`src/rtl/cmp_arbiter4.sv`:
```
// Round-robin arbiter sharing one registered magnitude comparator
// among NREQ requesters; one 3-cycle transaction at a time.
module cmp_arbiter4 #(
    parameter int NREQ = 4,
    parameter int W    = 12
) (
    input  logic              clk,
    input  logic              rst,
    input  logic [NREQ-1:0]   req,
    input  logic [NREQ*W-1:0] opa,
    input  logic [NREQ*W-1:0] opb,
    output logic [NREQ-1:0]   ack,
    output logic              res_gt,
    output logic              res_lt,
    output logic              res_eq,
    output logic              busy,
    output logic [W-1:0]      cmp_a,
    output logic [W-1:0]      cmp_b,
    input  logic              cmp_gt,
    input  logic              cmp_lt,
    output logic              cmp_err
);

    localparam int IDW = $clog2(NREQ);

    typedef enum logic [1:0] {
        IDLE,
        DRIVE,
        RESP
    } state_t;

    state_t         state_q, state_d;
    logic [IDW-1:0] id_q, id_d;
    logic [IDW-1:0] last_q, last_d;
    logic [W-1:0]   a_q, a_d;
    logic [W-1:0]   b_q, b_d;
    logic           gt_q, gt_d;
    logic           lt_q, lt_d;
    logic           err_q, err_d;

    logic [IDW-1:0] win;
    logic [IDW-1:0] cand;
    logic           found;
    logic [W-1:0]   sel_a;
    logic [W-1:0]   sel_b;

    // Search starts one past the last served id and wraps modulo NREQ.
    always_comb begin
        win   = '0;
        cand  = '0;
        found = 1'b0;
        for (int k = 1; k <= NREQ; k++) begin
            cand = last_q + IDW'(k);
            if (!found && req[cand]) begin
                found = 1'b1;
                win   = cand;
            end
        end
    end

    always_comb begin
        sel_a = '0;
        sel_b = '0;
        for (int i = 0; i < NREQ; i++) begin
            if (win == IDW'(i)) begin
                sel_a = opa[i*W +: W];
                sel_b = opb[i*W +: W];
            end
        end
    end

    always_comb begin
        state_d = state_q;
        id_d    = id_q;
        last_d  = last_q;
        a_d     = a_q;
        b_d     = b_q;
        gt_d    = gt_q;
        lt_d    = lt_q;
        err_d   = err_q;
        ack     = '0;
        res_gt  = 1'b0;
        res_lt  = 1'b0;
        res_eq  = 1'b0;
        unique case (state_q)
            IDLE: begin
                if (found) begin
                    id_d    = win;
                    a_d     = sel_a;
                    b_d     = sel_b;
                    state_d = DRIVE;
                end
            end
            DRIVE: begin
                gt_d    = cmp_gt;
                lt_d    = cmp_lt;
                err_d   = err_q | (cmp_gt & cmp_lt);
                state_d = RESP;
            end
            RESP: begin
                ack[id_q] = 1'b1;
                res_gt    = gt_q;
                res_lt    = lt_q;
                res_eq    = ~gt_q & ~lt_q;
                last_d    = id_q;
                state_d   = IDLE;
            end
            default: state_d = IDLE;
        endcase
    end

    always_ff @(posedge clk or posedge rst) begin
        if (rst) begin
            state_q <= IDLE;
            id_q    <= '0;
            last_q  <= IDW'(NREQ - 1);
            a_q     <= '0;
            b_q     <= '0;
            gt_q    <= 1'b0;
            lt_q    <= 1'b0;
            err_q   <= 1'b0;
        end else begin
            state_q <= state_d;
            id_q    <= id_d;
            last_q  <= last_d;
            a_q     <= a_d;
            b_q     <= b_d;
            gt_q    <= gt_d;
            lt_q    <= lt_d;
            err_q   <= err_d;
        end
    end

    assign busy    = (state_q != IDLE);
    assign cmp_a   = a_q;
    assign cmp_b   = b_q;
    assign cmp_err = err_q;

endmodule
```
`config.mk`:
```
export PLATFORM = sky130hd
export DESIGN_NAME = cmp_arbiter4
export DESIGN_NICKNAME = d
export VERILOG_FILES = /design/src/rtl/cmp_arbiter4.sv
export SDC_FILE = /design/constraint.sdc
export NUM_CORES = 1
export LEC_CHECK = 0
export ABC_CLOCK_PERIOD_IN_PS = 4100
export CAP_MARGIN = 15
export CORE_MARGIN = 2
export CORE_UTILIZATION = 30
export CTS_CLUSTER_SIZE = 28
export DETAILED_ROUTE_END_ITERATION = 8
export PLACE_DENSITY = 0.79
export SLEW_MARGIN = 20
export SYNTH_ARGS = -nofsm -noshare
export SYNTH_HDL_FRONTEND = slang
export SYNTH_SLANG_ARGS = --single-unit
```
`constraint.sdc`:
```
create_clock -name clk -period 4.1 [get_ports clk]
set_input_delay 0.82 -clock clk [delete_from_list [all_inputs] [get_ports clk]]
set_output_delay 0.82 -clock clk [all_outputs]
set_load 0.005 [all_outputs]
```
==> impl.org, run 1 <==
** STA
- Setup violations remaining at the end of the flow were counted as 0.
- At the pin with the least slew margin, the transition time is 0.9382 ns.
- Setup repair after global routing left no endpoint under its margin.
- For the finished layout, the period the worst path requires is 2.898 ns.
- The number of pins exceeding their max-slew limit in the final report came to 0.
- In the final timing run, aggregate negative setup slack is 0 ns.
- Rel. slew slack :: 37.30%
- Endpoints failing hold :: 0
- Derived from the worst setup path, the maximum achievable clock frequency is 0.3451 GHz.
- Of the available clock period, the critical path in the final layout requires 70.67%.
- Across the routed clock network, the largest skew measured is 0.003010 ns.

** Setup path
- The worst setup path is launched from a primary input.
- Setup slack on the worst flop-to-flop path :: 1.74 ns
- Data on the critical path arrives at its endpoint at 3.01 ns.
- Top fanout value on the critical path :: 19
- Crit path cell chain :: clkdlybuf4s50_1, nor2b_2, a21oi_1, o221a_2, buf_4, mux2i_1, o221ai_1
- The largest individual stage delay along the critical path comes from the cell sky130_fd_sc_hd__o221a_2.
- CP peak stage delay :: 0.53 ns
- For the worst setup path, the data required time is 4.21 ns.
- Capturing element type of the critical path :: flop
- The worst setup path is of the in2reg kind.

** Worst hold path
- Worst Hold Class :: reg2reg

** Routing
- Detailed routing inserted a total of 2004 vias.
- The detailed router finished its first iteration with 72 violations.
- Routed Antenna Nets :: 0
- Number of remaining DRC errors :: 0
- Dividing the detail-routed wire length by the instance count gives 15.41 um.
- The first TritonRoute pass finished after 4 iterations.
- Dividing the detail-routed via count by the number of cells gives 4.973.
- The final layout contains routed wiring with a total length of 6211 um.

** Final layout
- Cells with a size suffix above 1 make up 5.521% of the layout.
- At the end of the flow, the number of nets in the layout was 429.
- FF/Latch Area :: 828.3 um^2
- Fill cells in the final layout number 602.
- From synthesis to final layout, the design area changed by 77.31%.
- In the final layout, the multi-input gates occupy 1012 um^2.
- The repair_antennas step left the layout with diodes totalling 0.
- With fillers left out, the area of the finished cells amounts to 3452 um^2.

** Floorplan
- Die width :: 84.56 um
- After floorplanning, the core was divided into 29 placement rows.
- The floorplan step defined a die boundary enclosing 7150 um^2.
- For this configuration, the core starts out at a cell density of 30.84%.
- From bottom edge to top edge, the die measures 84.56 um.
- The floorplan step defined a core boundary enclosing 6314 um^2.
- 137 I/O pins were placed.

** CTS
- TritonCTS built the clock tree.
- Number of buffers inserted by post-CTS setup repair :: 0
- CTS Root Cell :: sky130_fd_sc_hd__clkbuf_8
- CTS built an H-tree with a depth of 2.
- After clock tree synthesis, the flow added hold-fix buffers numbering 0.
- # clock sinks :: 33
- Post-CTS repair changed the size of 0 cells.
- Clock-pin slew was measured on the worst setup and hold paths at 0.07 ns.
- Number of buffers added by the clock tree synthesis step :: 5
- Clock latency on the worst-skew pair :: 0.28 ns
- Deepest clock path buffer count :: 2

** Global route
- Overall track demand over capacity in global routing :: 17.78%
- Antenna violations before repair :: 0
- Global routing finished with a remaining overflow of 0.
- Entering global routing, the biggest net connects 34 pins.
- Wire length of the first global-routing pass :: 10070 um
- The number of global-route vias before repair was 2100.

** Pwr
- IR Drop Worst-Case VDD :: 0.2472 mV
- Leakage power of the design :: 1.492 nW
- For this design the ratio of total power to cell area is 563.2 nW/um^2.

** Yosys
- The Yosys step of the flow raised 0 warnings.
- After synthesis the netlist holds a flip-flop and latch count of 33.
- Share of the synthesized area in the top cell type :: 39.85%
- Proportion of register bits with asynchronous set or reset after synthesis :: 100.0%
- Post-synthesis instance total :: 191
- Counting instances in the post-synthesis netlist gives the leading cell types as sky130_fd_sc_hd__mux2i_1 (49), sky130_fd_sc_hd__nand2_1 (43), sky130_fd_sc_hd__dfrtp_1 (31).
- Counting every net in the synthesized netlist gives 295.
- Post-synthesis instance area :: 1947 um^2
- Top-count cell post-synth :: sky130_fd_sc_hd__mux2i_1
- Seq/Total Area, Yosys :: 42.54%
- After synthesis, the netlist uses 27 different library cells.
- Cell accounting for the most synthesized area :: sky130_fd_sc_hd__dfrtp_1
- The average instance in the mapped netlist occupies 10.19 um^2.
- Number of enable-type register cells in the synthesized netlist :: 0
- The most used flip-flop cell after synthesis is sky130_fd_sc_hd__dfrtp_1.
- Leading post-synthesis cells by cell area :: sky130_fd_sc_hd__dfrtp_1 (40%), sky130_fd_sc_hd__mux2i_1 (25%), sky130_fd_sc_hd__o221ai_1 (11%)

** Place
- Placed wire-length estimate after detailed placement :: 4818 um
- Buffers on Ports :: 136
- RePlAce Congestion :: 0.7891
- Once placement finished, the instance area stood at 3351 um^2.

** Run status
- The flow ran to the end, and the final reports show no timing, DRC or antenna violations.

** Job
- Max-cap violation count :: 0
power breakdown:
group	switching, mW	leakage [nW]	internal, mW	total (mW)
registers	0.111	0.399	0.495	0.606
logic	0.473	1.04	0.594	1.07
clock network	0.120	0.0542	0.152	0.272
worst paths after layout:
| path | endpoint | cells after the start | from |
|---|---|---|---|
| max in group asynchronous | last_q[0]$_DFFE_PP1P_ | 3 | rst |
| max reg2reg | cmp_b[10]$_DFFE_PP0P_ | 6 | last_q[1]$_DFFE_PP1P_ |
| min reg2reg | cmp_err$_DFFE_PP0N_ | 1 | cmp_err$_DFFE_PP0N_ |
| max | cmp_b[10]$_DFFE_PP0P_ | 7 | req[1] |
| min in group asynchronous | cmp_err$_DFFE_PP0N_ | 3 | rst |
| min | cmp_err$_DFFE_PP0N_ | 1 | cmp_err$_DFFE_PP0N_ |
routing by layer:
layer | GRT usage [%] | vias to the layer above | share of wire [%]
met1 | 19.57 | 936 | 38
met2 | 31.50 | 89 | 53
met4 | 7.071 | 0 | 1.9
met3 | 5.900 | 12 | 7.8
met5 | 0 | - | 0
li1 | - | 967 | -
per-stage QoR:
| stage | cells | setup WS, ns | hold WS (ns) | power, mW | utilization, % |
|---|---|---|---|---|---|
| after CTS | 403 | 1.186 | 0.4771 | 1.968 | 54.68 |
| after global placement | 395 | 1.013 | 0.4538 | 1.656 | 53.07 |
| after detailed placement | 395 | 0.9097 | 0.4612 | 1.689 | 53.07 |
| after floorplan | 191 | 2.018 | 0.4530 | 1.189 | - |
| final | 403 | 1.202 | 0.4762 | 1.944 | 54.68 |
| after global routing | 403 | 1.034 | 0.5077 | 2.098 | 54.68 |
cell type report:
type / count / area share, %
clock buffer: 7 / 2.791
sequential: 33 / 23.99
clock inverter: 1 / 0.1450
tap: 77 / 2.791
timing repair buffer: 141 / 40.52
inverter: 4 / 0.4349
multi-input combinational: 140 / 29.32
cells by family (layout without fill, tap and decap cells):
logic type,count (synthesis),in the layout,share of synthesized area [%]
mux,49,49,25.19
simple gates,59,59,13.11
buf+inv,18,153,5.462
compound gates,32,32,13.69
flops,33,33,42.54
layout by cell type, fill, tap and decap left out:
| cell | n |
|---|---|
| sky130_fd_sc_hd__clkdlybuf4s50_1 | 136 |
| sky130_fd_sc_hd__mux2i_1 | 49 |
| sky130_fd_sc_hd__nand2_1 | 43 |
| sky130_fd_sc_hd__dfrtp_1 | 31 |
| sky130_fd_sc_hd__o221ai_1 | 24 |
| sky130_fd_sc_hd__clkbuf_8 | 7 |
| sky130_fd_sc_hd__buf_4 | 5 |
| sky130_fd_sc_hd__inv_1 | 4 |
| sky130_fd_sc_hd__nor2_1 | 3 |
| sky130_fd_sc_hd__nand2b_1 | 3 |
| sky130_fd_sc_hd__o21ai_0 | 2 |
| sky130_fd_sc_hd__nor2b_1 | 2 |
| sky130_fd_sc_hd__nor3_1 | 2 |
| sky130_fd_sc_hd__and2_1 | 2 |
| sky130_fd_sc_hd__dfstp_2 | 2 |
| sky130_fd_sc_hd__o21ai_1 | 1 |
| sky130_fd_sc_hd__a221oi_1 | 1 |
| sky130_fd_sc_hd__or2_1 | 1 |
| sky130_fd_sc_hd__a21o_1 | 1 |
| sky130_fd_sc_hd__nor2b_2 | 1 |
| sky130_fd_sc_hd__a21oi_1 | 1 |
| sky130_fd_sc_hd__o221a_2 | 1 |
| sky130_fd_sc_hd__a31o_2 | 1 |
| sky130_fd_sc_hd__nor3b_1 | 1 |
| sky130_fd_sc_hd__and3_1 | 1 |
| sky130_fd_sc_hd__clkinv_2 | 1 |
state kept, by name, indices dropped and copies added (netlist names):
register,flops
id_q,2
last_q,2
gt_q,1
state_q,2
cmp_b,12
lt_q,1
cmp_a,12
cmp_err,1
worst max-delay path, delay by kind of cell:
family	cells	cell delay, ns
AND/OR/NAND/NOR	1	0.20
buffers and inverters	2	0.88
multiplexers	1	0.27
AO/OA/AOI/OAI	3	0.82
(Power assumes the default switching activity.)
==> run 2: changes to the inputs <==
Settings changed: ABC_CLOCK_PERIOD_IN_PS 4100 to 2700.
Clock period 4.1 ns to 2.7 ns, I/O delays scaled along.
==> impl.org, run 2 (synthesis results as in run 1) <==
** CTS
- The H-tree level count was 2 (unchanged).
- Deepest clock path buffer count :: 2 (unchanged)
- Clock latency on the worst-skew pair :: 0.28 ns (about the same)
- Hold buffer count at CTS :: 0 (unchanged)
- Cells resized by post-CTS repair :: 0 (unchanged)
- Clk slew on worst S/H paths :: 0.06 ns (about the same)
- Number of buffers added by the clock tree synthesis step :: 5 (unchanged)
- The post-CTS setup buffer count came to 0 (unchanged).
- # clock sinks :: 33 (unchanged)
- TritonCTS built the clock tree.
- The tree is rooted in a sky130_fd_sc_hd__clkbuf_8.

** Routing
- The number of vias in the routed layout came to 2017 (+0.65%).
- Total wire length :: 6080 um (-2.1%)
- Routed len/inst :: 15.12 um (-1.9%)
- Mean number of vias per cell :: 5.017 (+0.90%)
- Pre-antenna DRT Iters :: 4 (unchanged)
- The number of design-rule violations left by the first detailed-router iteration came to 49 (-32%).
- The post-detailed-route DRC marker count is 0 (unchanged).
- The count of nets left with antenna violations after detail routing was 0 (unchanged).

** Floorplan
- The number of placed I/O pins came to 137 (unchanged).
- CORE AREA :: 6314 um^2 (unchanged)
- Overall die area :: 7150 um^2 (unchanged)
- The cell row count came to 29 (unchanged).
- Initial core utilization :: 30.84% (unchanged)
- The width of the chip was 84.56 um (unchanged).
- The y dimension of the die came to 84.56 um (unchanged).

** Setup path
- The largest stage delay on the critical path is 0.52 ns (about the same).
- Top fanout value on the critical path :: 5 (-14)
- CP max-delay cell :: sky130_fd_sc_hd__clkdlybuf4s50_1
- Crit Path Category :: reg2out
- Required time at the endpoint of the critical path :: 2.16 ns (-2.05 ns)
- Data arrival at the endpoint of the critical path :: 1.64 ns (-1.37 ns)
- The worst setup path is launched from a flop.
- Cell type group with the largest total delay on the critical path :: buffers and inverters
- The signal on the critical path passes through nand2b_1, nor3b_1, clkdlybuf4s50_1.
- The critical path buffer and inverter count came to 1 (-1).
- Capturing element type of the critical path :: output pin

** Global route
- The number of global-route vias before repair was 2092 (-0.38%).
- The total global routing overflow was 0 (unchanged).
- Wire length of the first global-routing pass :: 9763 um (-3.1%)
- The total global-route track usage came to 17.20% (-0.59 points).
- Antenna violations before repair :: 0 (unchanged)
- Pin count of the biggest net entering global routing :: 50 (+47%)

** STA
- The worst path uses 80.87% of the clock period.
- The final worst-path setup slack was 0.5164 ns (-0.6859 ns).
- The clock period could shrink to 2.184 ns.
- Worst-margin pin slew :: 0.4410 ns (-0.4972 ns)
- The setup TNS is 0 ns (unchanged).
- Endpoints failing hold :: 0 (unchanged)
- Setup repair after global routing missed its margin :: no
- The maximum clock skew at final layout came to 0.006849 ns (+0.003840 ns).
- Final setup violating endpoints :: 0 (unchanged)
- The number of pins exceeding their max-slew limit in the final report was 0 (unchanged).
- The worst max-slew margin expressed relative to the limit came to 70.60% (+33 points).
- F_max :: 0.4580 GHz

** Place
- The count of buffers from port buffering is 136 (unchanged).
- Minimum setup slack after placement :: 0.2553 ns (-0.6543 ns)
- The routability-driven placement congestion ratio was 0.7771 (-1.5%).
- The HPWL reported at the end of detailed placement is 4506 um (-6.5%).

** Final layout
- The layout cell share with drive strength beyond 1 was 5.231% (-0.29 points).
- Diodes inserted :: 0 (unchanged)
- Leaving out fill and tap cells, the most frequent cell in the layout is sky130_fd_sc_hd__clkdlybuf4s50_1.
- In the layout the commonest cells are sky130_fd_sc_hd__clkdlybuf4s50_1 (136), sky130_fd_sc_hd__mux2i_1 (49), sky130_fd_sc_hd__nand2_1 (43), sky130_fd_sc_hd__dfrtp_1 (31), sky130_fd_sc_hd__o221ai_1 (24).
- The final core utilization was 55.11% (+0.44 points).
- Area growth, synth to finish :: 78.73%
- The count of nets after finishing came to 429 (unchanged).

** Run status
- The flow ran to the end, and the final reports show no timing, DRC or antenna violations.

** Worst hold path
- In this run the worst hold path is classified as reg2reg.

** Pwr
- The total power density per cell area came to 866.2 nW/um^2 (+54%).
- The leakage power total was 1.501 nW (+0.62%).
- IR Drop Worst-Case VDD :: 0.4853 mV (+96%)

** Job
- Max-cap violation count :: 0 (unchanged)
==> run 2: path summary, 6_finish.rpt <==
check | start | endpoint | slack [ns] | depth (start not counted)
hold / removal | last_q[0]$_DFFE_PP1P_ | last_q[0]$_DFFE_PP1P_ | 0.48 | 2
hold reg to reg | last_q[0]$_DFFE_PP1P_ | last_q[0]$_DFFE_PP1P_ | 0.48 | 2
min in group asynchronous | rst | cmp_err$_DFFE_PP0N_ | 0.65 | 3
setup / recovery | state_q[0]$_DFFE_PP0P_ | ack[2] | 0.52 | 3
max in group asynchronous | rst | last_q[0]$_DFFE_PP1P_ | 1.71 | 3
setup reg to reg | last_q[1]$_DFFE_PP1P_ | cmp_a[4]$_DFFE_PP0P_ | 0.77 | 5
==> run 2: through the flow <==
| stage | hold slack, ns | total power, mW | instances | cell area [um^2] |
|---|---|---|---|---|
| after CTS | 0.4854 | 3.051 | 402 | 3480 |
| after global routing | 0.5066 | 3.250 | 402 | 3480 |
| after global placement | 0.4517 | 2.558 | 395 | 3376 |
| after floorplan | 0.4530 | 1.805 | 191 | 1947 |
| final | 0.4830 | 3.014 | 402 | 3480 |
| after detailed placement | 0.4732 | 2.593 | 395 | 3376 |
==> run 2: layout make-up <==
cell class | instances | area [um^2]
inverter | 4 | 15.01
sequential | 33 | 828.3
timing repair buffer | 141 | 1424
clock inverter | 2 | 35.03
fill | 560 | 2834
multi-input combinational | 140 | 1012
tap | 77 | 96.34
clock buffer | 5 | 68.82
==> run 2: worst register-to-register path: stages (launching register included) <==
cell and delay [ns]:
sky130_fd_sc_hd__dfstp_2 0.59, sky130_fd_sc_hd__mux2i_1 0.23, sky130_fd_sc_hd__o221a_2 0.24, sky130_fd_sc_hd__buf_12 0.31, sky130_fd_sc_hd__mux2i_1 0.29, sky130_fd_sc_hd__o221ai_1 0.14
==> run 2: power by group <==
group          switching, mW  leakage, nW  total (mW)  internal [mW]
combinational          0.724         1.05        1.66          0.935
clock                  0.175       0.0540       0.443          0.268
sequential             0.161        0.399       0.911          0.750
==> run 2: metal layers <==
metal | track usage (%) | share of wire [%]
met5 | 0 | 0
met4 | 5.772 | 2.2
met3 | 6.490 | 7.9
met2 | 29.35 | 50
met1 | 19.84 | 40
